`src/rtl/servo_pwm_bank.sv`:
```
`default_nettype none
// ============================================================================
// Module      : servo_pwm_bank
// Description : Multi-channel servo PWM generator with saturating targets,
//               per-frame slew limiting and frame-aligned pulse updates.
// Revision    : 1.0 - initial release
// ============================================================================
module servo_pwm_bank #(
    parameter int CHANNELS     = 4,
    parameter int WIDTH        = 12,
    parameter int TICK_DIV     = 1000,
    parameter int PERIOD_TICKS = 2000,
    parameter int MIN_TICKS    = 100,
    parameter int MAX_TICKS    = 200,
    parameter int STEP         = 1,
    parameter int SLEW         = 1,
    localparam int SEL_W       = (CHANNELS > 1) ? $clog2(CHANNELS) : 1
) (
    input  logic                CLK,
    input  logic                RST,
    input  logic [SEL_W-1:0]    sel,
    input  logic                inc,
    input  logic                dec,
    input  logic                wr_en,
    input  logic [SEL_W-1:0]    wr_ch,
    input  logic [WIDTH-1:0]    wr_data,
    output logic [CHANNELS-1:0] pwm,
    output logic                frame_start,
    output logic [CHANNELS-1:0] settled,
    output logic [WIDTH-1:0]    pos_out
);

    localparam int TCW = (TICK_DIV > 1) ? $clog2(TICK_DIV) : 1;

    localparam logic [WIDTH-1:0] c_min    = WIDTH'(MIN_TICKS);
    localparam logic [WIDTH-1:0] c_max    = WIDTH'(MAX_TICKS);
    localparam logic [WIDTH-1:0] c_center = WIDTH'((MIN_TICKS + MAX_TICKS) / 2);
    localparam logic [TCW-1:0]   c_tick_last  = TCW'(TICK_DIV - 1);
    localparam logic [WIDTH-1:0] c_frame_last = WIDTH'(PERIOD_TICKS - 1);

    logic [TCW-1:0]      r_tick_cnt;
    logic [WIDTH-1:0]    r_frame_cnt;
    logic                r_frame_start;
    logic [CHANNELS-1:0] r_pwm;
    logic [CHANNELS-1:0] r_settled;
    logic [WIDTH-1:0]    r_pos;
    logic [WIDTH-1:0]    r_tgt [CHANNELS];
    logic [WIDTH-1:0]    r_cur [CHANNELS];

    logic                w_tick;
    logic                w_wrap;
    logic [WIDTH-1:0]    w_wr_clamped;
    logic [WIDTH-1:0]    w_tgt_next [CHANNELS];
    logic [WIDTH-1:0]    w_cur_next [CHANNELS];
    logic [WIDTH-1:0]    w_pos_next;

    assign w_tick = (r_tick_cnt == c_tick_last);
    assign w_wrap = w_tick && (r_frame_cnt == c_frame_last);

    always_comb begin
        w_wr_clamped = wr_data;
        if (wr_data < c_min) begin
            w_wr_clamped = c_min;
        end else if (wr_data > c_max) begin
            w_wr_clamped = c_max;
        end
    end

    // Saturation is decided in 32-bit int arithmetic so sums never wrap.
    always_comb begin
        for (int i = 0; i < CHANNELS; i++) begin
            w_tgt_next[i] = r_tgt[i];
            if (wr_en && (int'(wr_ch) == i)) begin
                w_tgt_next[i] = w_wr_clamped;
            end else if ((int'(sel) == i) && inc && !dec) begin
                if (int'(r_tgt[i]) + STEP > MAX_TICKS) begin
                    w_tgt_next[i] = c_max;
                end else begin
                    w_tgt_next[i] = r_tgt[i] + WIDTH'(STEP);
                end
            end else if ((int'(sel) == i) && dec && !inc) begin
                if (int'(r_tgt[i]) - STEP < MIN_TICKS) begin
                    w_tgt_next[i] = c_min;
                end else begin
                    w_tgt_next[i] = r_tgt[i] - WIDTH'(STEP);
                end
            end
        end
    end

    // Slew uses the target held before this cycle's update.
    always_comb begin
        for (int i = 0; i < CHANNELS; i++) begin
            w_cur_next[i] = r_cur[i];
            if (w_wrap) begin
                if (r_tgt[i] > r_cur[i]) begin
                    if (int'(r_tgt[i] - r_cur[i]) > SLEW) begin
                        w_cur_next[i] = r_cur[i] + WIDTH'(SLEW);
                    end else begin
                        w_cur_next[i] = r_tgt[i];
                    end
                end else if (r_tgt[i] < r_cur[i]) begin
                    if (int'(r_cur[i] - r_tgt[i]) > SLEW) begin
                        w_cur_next[i] = r_cur[i] - WIDTH'(SLEW);
                    end else begin
                        w_cur_next[i] = r_tgt[i];
                    end
                end
            end
        end
    end

    always_comb begin
        w_pos_next = r_pos;
        for (int i = 0; i < CHANNELS; i++) begin
            if (int'(sel) == i) begin
                w_pos_next = r_cur[i];
            end
        end
    end

    always_ff @(posedge CLK) begin
        if (RST) begin
            r_tick_cnt    <= '0;
            r_frame_cnt   <= '0;
            r_frame_start <= 1'b0;
            r_pwm         <= '0;
            r_settled     <= '1;
            r_pos         <= c_center;
            for (int i = 0; i < CHANNELS; i++) begin
                r_tgt[i] <= c_center;
                r_cur[i] <= c_center;
            end
        end else begin
            r_tick_cnt    <= w_tick ? '0 : r_tick_cnt + 1'b1;
            if (w_tick) begin
                r_frame_cnt <= w_wrap ? '0 : r_frame_cnt + 1'b1;
            end
            r_frame_start <= w_wrap;
            r_pos         <= w_pos_next;
            for (int i = 0; i < CHANNELS; i++) begin
                r_tgt[i]     <= w_tgt_next[i];
                r_cur[i]     <= w_cur_next[i];
                r_pwm[i]     <= (r_frame_cnt < r_cur[i]);
                r_settled[i] <= (r_cur[i] == r_tgt[i]);
            end
        end
    end

    assign pwm         = r_pwm;
    assign frame_start = r_frame_start;
    assign settled     = r_settled;
    assign pos_out     = r_pos;

endmodule
`default_nettype wire

```
`config.mk`:
```
export PLATFORM = sky130hd
export DESIGN_NAME = servo_pwm_bank
export DESIGN_NICKNAME = d
export VERILOG_FILES = /design/src/rtl/servo_pwm_bank.sv
export SDC_FILE = /design/constraint.sdc
export NUM_CORES = 1
export LEC_CHECK = 0
export ABC_AREA = 0
export BUFFER_PORTS_ARGS = -buffer_cell sky130_fd_sc_hd__buf_2
export CAP_MARGIN = 10
export CORE_ASPECT_RATIO = 0.9
export CORE_MARGIN = 5
export CORE_UTILIZATION = 40
export DETAILED_ROUTE_END_ITERATION = 12
export GPL_ROUTABILITY_DRIVEN = 0
export GPL_TIMING_DRIVEN = 0
export SLEW_MARGIN = 5
export SYNTH_ARGS = -nofsm -noshare
export SYNTH_HDL_FRONTEND = slang
export SYNTH_SLANG_ARGS = --single-unit
```
`constraint.sdc`:
```
create_clock -name CLK -period 5.2 [get_ports CLK]
set_input_delay 0.52 -clock CLK [delete_from_list [all_inputs] [get_ports CLK]]
set_output_delay 0.52 -clock CLK [all_outputs]
set_load 0.005 [all_outputs]
```
==> tab_implementation.tex, run 1 <==
\begin{tabular}{lr}
\hline
Metric & Value \\
\hline
\multicolumn{2}{l}{\textbf{Outcome}} \\
Status & completed \\
\multicolumn{2}{l}{\textbf{Die}} \\
Initial core utilization & 0.406 \\
Area of the die & 46,900 sq um \\
Number of top-level design ports & 42 \\
Core footprint & 42,000 sq um \\
Height of the die & 206 um \\
Rows & 71 \\
Width of the chip & 228 um \\
\multicolumn{2}{l}{\textbf{Synthesis}} \\
Leading post-synthesis cells by cell area & sky130\_fd\_sc\_hd\_\_dfxtp\_1 16\%, sky130\_fd\_sc\_hd\_\_ha\_1 12\%, sky130\_fd\_sc\_hd\_\_a21oi\_1 5.3\%, sky130\_fd\_sc\_hd\_\_xnor2\_1 5.1\%, sky130\_fd\_sc\_hd\_\_nand2\_1 4.1\% \\
Unique cell type count in the Yosys netlist & 94 \\
Post-synth EDFFs & 0 \\
Share of the synthesized area in the top cell type & 0.163 \\
Most common library cells after synthesis & 186 x sky130\_fd\_sc\_hd\_\_nand2\_1, 181 x sky130\_fd\_sc\_hd\_\_a21oi\_1, 181 x sky130\_fd\_sc\_hd\_\_nor2\_1 \\
Synth Cell Area & 17,100 sq um \\
Asr flop ratio synth & 0 \\
Number of cells produced by synthesis & 2,347 \\
YS warnings & 0 \\
Syn Area/Cell & 7.28 sq um \\
Cell with the most instances after synthesis & sky130\_fd\_sc\_hd\_\_nand2\_1 \\
Number of synthesized register bits & 139 \\
Most area-hungry cell type in the Yosys netlist & sky130\_fd\_sc\_hd\_\_dfxtp\_1 \\
Leading register cell type out of synthesis & sky130\_fd\_sc\_hd\_\_dfxtp\_1 \\
Syn\_nets & 2,542 \\
Share of the yosys chip area belonging to registers & 0.163 \\
\multicolumn{2}{l}{\textbf{Pwr}} \\
Total design power & 3.77 mW \\
Comb pwr share & 0.349 \\
Part of the power in the clock network & 0.352 \\
Leakage & 7.45 nW \\
Share of total power consumed by net switching & 0.372 \\
Pwr Density & 203 nW/um\^{}2 \\
Sequential cell fraction of total power & 0.299 \\
Switching component of the power & 1.40 mW \\
Worst vdd ir & 0.256 mV \\
Cell internal power dissipation & 2.37 mW \\
\multicolumn{2}{l}{\textbf{Setup path}} \\
Worst-case register-to-register setup slack & 260 ps \\
Stage delay of the slowest cell on the critical path & 650 ps \\
Number of buffers and inverters on the critical path & 4 \\
Cell Chain, Critical Path & clkbuf\_1, clkbuf\_1, inv\_1, ha\_1, nor2\_1, a2111oi\_0, a2111o\_1, a2111oi\_0, nand3\_1, o31ai\_1, buf\_2, a211oi\_1, a2111oi\_0, a211oi\_1 \\
Worst r2r src & r\_tgt[0][3] \\
Critical path depth & 14 \\
Critical Path End & r\_cur[0][9] \\
CP Data Required Time & 5490 ps \\
Critical path's most frequent cell & sky130\_fd\_sc\_hd\_\_a2111oi\_0 \\
Launching element type of the critical path & flip-flop \\
Path type of the worst setup path & reg2reg \\
Critical R2R Capture & r\_cur[0][9] \\
Endpoint class of the critical path & flip-flop \\
Worst path top cell family by delay & compound AO/OA/AOI/OAI gates \\
Critical-path cell with the highest stage delay & sky130\_fd\_sc\_hd\_\_o31ai\_1 \\
Data arrival at the endpoint of the critical path & 5230 ps \\
Worst setup path startpoint & r\_tgt[0][3] \\
R2R cell count & 14 \\
Maximum net fanout on the critical path & 10 \\
\multicolumn{2}{l}{\textbf{Job}} \\
Max-cap violation count & 0 \\
\multicolumn{2}{l}{\textbf{Cells and area}} \\
Layout area overhead & 8.89\% \\
Finished layout cell area & 18,600 sq um \\
\# nets final & 2,602 \\
ANT cells & 0 \\
Fraction of final layout cells sized beyond drive strength 1 & 0.0736 \\
\multicolumn{2}{l}{\textbf{Drt}} \\
Routed Antenna Nets & 0 \\
Routed wl met2 & 27.4 mm \\
Sum of met3 wire segment lengths after detailed routing & 6.21 mm \\
\# DRC & 0 \\
Number of iterations in the first detailed-routing pass & 6 \\
Wire per inst & 21.6 um \\
Wirelength, routed & 64.2 mm \\
Met1 WL & 28.3 mm \\
1st-iter DRT viols & 2,676 \\
DR vias/cell & 6.39 \\
Count of vias placed by the detailed router & 19,000 \\
Highest layer used for signal routing & met4 \\
\multicolumn{2}{l}{\textbf{Timing}} \\
Unrepaired setup endpoints after global routing & no \\
Final critical-path share of the clock period & 0.950 \\
Count of endpoints failing setup in the final report & 0 \\
Total Neg Setup Slack & 0 ps \\
Worst Max-Slew Pin Slew & 1150 ps \\
Final Hold Fails & 0 \\
Final Max Tran Viols & 0 \\
Max transition margin & 0.232 \\
Post-Route Skew & 13.2 ps \\
Period minus WS final & 4940 ps \\
Fmax & 202 MHz \\
\multicolumn{2}{l}{\textbf{Placed design}} \\
HPWL Detailed & 48.9 mm \\
Post-place instance area & 18,000 sq um \\
Port buffer count & 40 \\
\multicolumn{2}{l}{\textbf{Global route}} \\
Via count of the first global-routing pass & 17,400 \\
Largest net degree at the start of global routing & 17 \\
First-pass GRT wire length & 99.6 mm \\
Overall track demand over capacity in global routing & 0.262 \\
Number of antenna violations at the first check in global routing & 0 \\
Total gr overflow & 0 \\
\multicolumn{2}{l}{\textbf{Clocking}} \\
Maximum buffer depth of the clock tree & 2 \\
Clock transition at the register clock pins on the worst setup and hold paths after CTS & 60 ps \\
Sinks on Clock Net & 139 \\
CTS tree & built \\
TritonCTS Buffers & 17 \\
H-tree levels & 4 \\
CTS root buffer & sky130\_fd\_sc\_hd\_\_clkbuf\_16 \\
Number of hold-repair buffers added at the cts stage & 0 \\
Number of buffers added for setup after CTS & 0 \\
Worst-skew pair later-pin latency & 460 ps \\
Number of cells upsized or downsized after cts & 0 \\
\multicolumn{2}{l}{\textbf{Min path}} \\
Min-delay worst type & reg2reg \\
\hline
\end{tabular}
flip-flops by register name (all words and copies together) (netlist names):
| register | cells |
|---|---|
| r_frame_cnt | 12 |
| settled | 4 |
| r_tgt | 48 |
| frame_start | 1 |
| pwm | 4 |
| pos_out | 12 |
| r_tick_cnt | 10 |
| r_cur | 48 |
layout by cell type (no fill, tap or decap), types with 16 or more instances in the layout:
master | Yosys | routed
sky130_fd_sc_hd__nand2_1 | 186 | 186
sky130_fd_sc_hd__nor2_1 | 181 | 181
sky130_fd_sc_hd__a21oi_1 | 181 | 181
sky130_fd_sc_hd__ha_1 | 166 | 166
sky130_fd_sc_hd__dfxtp_1 | 139 | 139
sky130_fd_sc_hd__inv_1 | 128 | 128
sky130_fd_sc_hd__o21ai_0 | 115 | 115
sky130_fd_sc_hd__nand3_1 | 104 | 104
sky130_fd_sc_hd__clkbuf_1 | 101 | 101
sky130_fd_sc_hd__xnor2_1 | 99 | 99
sky130_fd_sc_hd__nor3_1 | 98 | 98
sky130_fd_sc_hd__buf_2 | 34 | 74
sky130_fd_sc_hd__a21o_1 | 58 | 58
sky130_fd_sc_hd__a211oi_1 | 49 | 49
sky130_fd_sc_hd__a31oi_1 | 47 | 47
sky130_fd_sc_hd__nand4_1 | 40 | 40
sky130_fd_sc_hd__mux2i_1 | 32 | 32
sky130_fd_sc_hd__nand2b_1 | 31 | 31
sky130_fd_sc_hd__xor2_1 | 30 | 30
sky130_fd_sc_hd__or3_1 | 27 | 27
sky130_fd_sc_hd__o211ai_1 | 26 | 26
sky130_fd_sc_hd__and3_1 | 25 | 25
sky130_fd_sc_hd__and2_1 | 24 | 24
sky130_fd_sc_hd__nor2b_1 | 23 | 23
sky130_fd_sc_hd__or2_2 | 21 | 21
sky130_fd_sc_hd__a221oi_1 | 21 | 21
sky130_fd_sc_hd__o2111ai_1 | 19 | 19
sky130_fd_sc_hd__o21a_1 | 19 | 19
sky130_fd_sc_hd__nor4_1 | 19 | 18
sky130_fd_sc_hd__clkbuf_16 | 0 | 17
sky130_fd_sc_hd__a211o_1 | 16 | 16
worst min-delay path by stage:
| stage | from | endpoint | cells after the start |
|---|---|---|---|
| after CTS | r_tick_cnt[0] | r_tick_cnt[0] | 1 |
| after global routing | r_tick_cnt[0] | r_tick_cnt[0] | 1 |
| final | r_tick_cnt[0] | r_tick_cnt[0] | 1 |
| after detailed placement | r_tick_cnt[0] | r_tick_cnt[0] | 1 |
| after floorplan | r_tick_cnt[0] | r_tick_cnt[0] | 1 |
| after global placement | r_tick_cnt[0] | r_tick_cnt[0] | 1 |
layout make-up:
cell class | instances | area [sq um]
sequential | 139 | 2780
inverter | 134 | 503
clock buffer | 21 | 480
clock inverter | 10 | 139
fill | 4302 | 23400
timing repair buffer | 41 | 208
tap | 547 | 684
multi-input combinational | 1930 | 13200
buffer | 144 | 591
power by group through the flow:
stage	sequential, mW	combinational [mW]	clock [mW]
finish	1.13	1.32	1.33
global route	1.13	1.42	1.38
detailed placement	1.15	1.27	0
floorplan	1.14	0.933	0
global placement	1.15	1.25	0
CTS	1.13	1.28	1.33
per-layer routing:
| layer | GRT usage | vias up |
|---|---|---|
| met5 | 0 | - |
| met4 | 0.0983 | 0 |
| met3 | 0.0582 | 156 |
| met2 | 0.398 | 996 |
| met1 | 0.365 | 8955 |
| li1 | - | 8849 |
worst register-to-register path, stage by stage (launching register included):
cell                        delay, ps
sky130_fd_sc_hd__dfxtp_1          340
sky130_fd_sc_hd__clkbuf_1         330
sky130_fd_sc_hd__clkbuf_1         420
sky130_fd_sc_hd__inv_1            200
sky130_fd_sc_hd__ha_1             350
sky130_fd_sc_hd__nor2_1           270
sky130_fd_sc_hd__a2111oi_0        150
sky130_fd_sc_hd__a2111o_1         410
sky130_fd_sc_hd__a2111oi_0        500
sky130_fd_sc_hd__nand3_1          150
sky130_fd_sc_hd__o31ai_1          650
sky130_fd_sc_hd__buf_2            400
sky130_fd_sc_hd__a211oi_1         100
sky130_fd_sc_hd__a2111oi_0        390
sky130_fd_sc_hd__a211oi_1         100
metrics by stage:
step           cells  utilization  hold slack [ps]  worst slack (ps)
6_report        2966        0.442              447               261
5_1_grt         2966        0.442              476              69.1
4_1_cts         2966        0.442              454               475
3_5_place_dp    2935        0.428              440               521
3_3_place_gp    2934        0.427              429               635
2_1_floorplan   2347            -              418              1520
cell families (layout without fill, tap and decap cells):
logic type,count (synthesis),in the layout,synth area share
xor+xnor,129,129,0.0662
buf+inv,278,350,0.0640
mux,42,42,0.0260
compound gates,738,738,0.298
simple gates,847,847,0.252
fa+ha+maj,174,174,0.131
flops,139,139,0.163
Power figures use the tool's default switching activity.
==> run 2: changes to the inputs <==
Settings changed: CAP_MARGIN 10 to default, MAX_ROUTING_LAYER from default to met4, PLACE_DENSITY from default to 0.63.
==> run 2 against run 1 <==
Fmax increased by 4.0%. Via count rose by 0.25%. Clock skew is 1.2 ps higher. Die area stayed put. Setup slack better by 190 ps. Sequential share of layout area hardly changed. Highest routed layer unchanged. Wire length shrank 1.5%.
==> tab_implementation.tex, run 2 (same netlist as run 1, synthesis figures left out) <==
\begin{tabular}{lr}
\hline
Metric & Value \\
\hline
\multicolumn{2}{l}{\textbf{Timing}} \\
Post-Route Skew & 14.3 ps \\
Final setup slack of the worst path & 450 ps \\
Final critical-path share of the clock period & 0.913 \\
Final Max Tran Viols & 0 \\
Min Hold Slack & 450 ps \\
Final Hold Fails & 0 \\
Worst Max-Slew Pin Slew & 1330 ps \\
Total Neg Setup Slack & 0 ps \\
Count of endpoints failing setup in the final report & 0 \\
Max transition margin & 0.108 \\
Period minus WS final & 4750 ps \\
Unrepaired setup endpoints after global routing & no \\
Fmax & 211 MHz \\
\multicolumn{2}{l}{\textbf{Die}} \\
Number of top-level design ports & 42 \\
Width of the chip & 228 um \\
Area of the die & 46,900 sq um \\
Initial core utilization & 0.406 \\
Core footprint & 42,000 sq um \\
Rows & 71 \\
Height of the die & 206 um \\
\multicolumn{2}{l}{\textbf{Clocking}} \\
CTS root buffer & sky130\_fd\_sc\_hd\_\_clkbuf\_16 \\
Sinks on Clock Net & 139 \\
CTS tree & built \\
Number of buffers added for setup after CTS & 0 \\
Clock transition at the register clock pins on the worst setup and hold paths after CTS & 70 ps \\
TritonCTS Buffers & 17 \\
H-tree levels & 4 \\
Number of hold-repair buffers added at the cts stage & 0 \\
Maximum buffer depth of the clock tree & 2 \\
Number of cells upsized or downsized after cts & 0 \\
Worst-skew pair later-pin latency & 450 ps \\
\multicolumn{2}{l}{\textbf{Global route}} \\
Largest net degree at the start of global routing & 17 \\
Via count of the first global-routing pass & 17,600 \\
Number of antenna violations at the first check in global routing & 0 \\
First-pass GRT wire length & 99.6 mm \\
Overall track demand over capacity in global routing & 0.266 \\
Total gr overflow & 0 \\
\multicolumn{2}{l}{\textbf{Cells and area}} \\
Most used cells in the layout excluding fill and tap cells & 186 x sky130\_fd\_sc\_hd\_\_nand2\_1, 181 x sky130\_fd\_sc\_hd\_\_nor2\_1, 181 x sky130\_fd\_sc\_hd\_\_a21oi\_1 \\
Non-Filler Instances & 2,967 \\
Final core utilization & 0.442 \\
Fraction of final layout cells sized beyond drive strength 1 & 0.0736 \\
\# nets final & 2,601 \\
Registers with the most flip-flops & r\_cur x48, r\_tgt x48 \\
Layout area overhead & 8.79\% \\
Most frequent standard cell in the layout excluding fill and tap cells & sky130\_fd\_sc\_hd\_\_nand2\_1 \\
\multicolumn{2}{l}{\textbf{Pwr}} \\
Cell internal power dissipation & 2.31 mW \\
Switching component of the power & 1.43 mW \\
Pwr Density & 201 nW/um\^{}2 \\
Sequential cell fraction of total power & 0.302 \\
Leakage & 7.43 nW \\
Worst vdd ir & 0.231 mV \\
Share of total power consumed by net switching & 0.382 \\
Part of the power in the clock network & 0.349 \\
Comb pwr share & 0.350 \\
\multicolumn{2}{l}{\textbf{Setup path}} \\
Path type of the worst setup path & reg2reg \\
Launching element type of the critical path & flip-flop \\
Stage delay of the slowest cell on the critical path & 570 ps \\
Worst path top cell family by delay & compound AO/OA/AOI/OAI gates \\
Data arrival at the endpoint of the critical path & 5020 ps \\
Maximum net fanout on the critical path & 10 \\
Critical-path cell with the highest stage delay & sky130\_fd\_sc\_hd\_\_o31ai\_1 \\
Cell Chain, Critical Path & clkbuf\_1, clkbuf\_1, inv\_1, ha\_1, nor2\_1, a2111oi\_0, a2111o\_1, a2111oi\_0, nand3\_1, o31ai\_1, buf\_2, a211oi\_1, a2111oi\_0, a211oi\_1 \\
Critical path's most frequent cell & sky130\_fd\_sc\_hd\_\_a2111oi\_0 \\
Endpoint class of the critical path & flip-flop \\
Number of buffers and inverters on the critical path & 4 \\
CP Data Required Time & 5470 ps \\
\multicolumn{2}{l}{\textbf{Drt}} \\
Routed wl met2 & 27.0 mm \\
1st-iter DRT viols & 2,915 \\
Count of vias placed by the detailed router & 19,000 \\
Number of iterations in the first detailed-routing pass & 8 \\
Met1 WL & 28.0 mm \\
Wire per inst & 21.3 um \\
DR vias/cell & 6.40 \\
Sum of met3 wire segment lengths after detailed routing & 6.15 mm \\
\# DRC & 0 \\
Highest layer used for signal routing & met4 \\
Routed Antenna Nets & 0 \\
Wirelength, routed & 63.2 mm \\
\multicolumn{2}{l}{\textbf{Placed design}} \\
Port buffer count & 40 \\
\# placed instances & 2,934 \\
Dpl ws & 668 ps \\
HPWL Detailed & 48.2 mm \\
\multicolumn{2}{l}{\textbf{Job}} \\
Max-cap violation count & 0 \\
\multicolumn{2}{l}{\textbf{Outcome}} \\
Status & completed \\
\multicolumn{2}{l}{\textbf{Min path}} \\
Min-delay worst type & reg2reg \\
\hline
\end{tabular}
==> run 2: per-stage QoR <==
stage                     instance area, sq um  power, mW
final                                    18600       3.73
after detailed placement                 18000       2.41
after floorplan                          17100       2.07
after global placement                   18000       2.39
after CTS                                18600       3.70
after global routing                     18600       3.89
==> run 2: cell type report <==
| class | count | area (sq um) |
|---|---|---|
| diodes | 1 | 2.50 |
| plain buffers | 144 | 591 |
| clock buffers | 19 | 453 |
| clock inverters | 13 | 155 |
| fillers | 4281 | 23400 |
| inverters | 134 | 503 |
| multi-input cells | 1930 | 13200 |
| flip-flops and latches | 139 | 2780 |
| well taps | 547 | 684 |
| repair buffers | 40 | 200 |
==> run 2: worst paths after layout <==
kind,from,endpoint,slack [ps],cells after the start
worst max-delay path,r_tgt[0][3],r_cur[0][9],450,14
worst min register to register,r_tick_cnt[0],r_tick_cnt[0],450,1
worst min-delay path,r_tick_cnt[0],r_tick_cnt[0],450,1
worst max register to register,r_tgt[0][3],r_cur[0][9],450,14
==> run 2: worst register-to-register path, cell delays in order (launching register included) <==
cell	delay, ps
sky130_fd_sc_hd__dfxtp_1	360
sky130_fd_sc_hd__clkbuf_1	340
sky130_fd_sc_hd__clkbuf_1	420
sky130_fd_sc_hd__inv_1	200
sky130_fd_sc_hd__ha_1	360
sky130_fd_sc_hd__nor2_1	260
sky130_fd_sc_hd__a2111oi_0	150
sky130_fd_sc_hd__a2111o_1	410
sky130_fd_sc_hd__a2111oi_0	440
sky130_fd_sc_hd__nand3_1	160
sky130_fd_sc_hd__o31ai_1	570
sky130_fd_sc_hd__buf_2	380
sky130_fd_sc_hd__a211oi_1	90
sky130_fd_sc_hd__a2111oi_0	360
sky130_fd_sc_hd__a211oi_1	90
==> run 2: power by group through the flow <==
stage,Combinational (mW),Clock (mW),Sequential [mW]
final,1.31,1.30,1.13
after global placement,1.24,0,1.15
after floorplan,0.933,0,1.14
after CTS,1.27,1.31,1.12
after global routing,1.41,1.35,1.13
after detailed placement,1.26,0,1.15
==> run 2: routing by layer <==
| layer | track usage | vias to the layer above |
|---|---|---|
| met3 | 0.0519 | 142 |
| li1 | - | 8825 |
| met4 | 0.0886 | 0 |
| met5 | - | - |
| met2 | 0.401 | 1037 |
| met1 | 0.359 | 8999 |
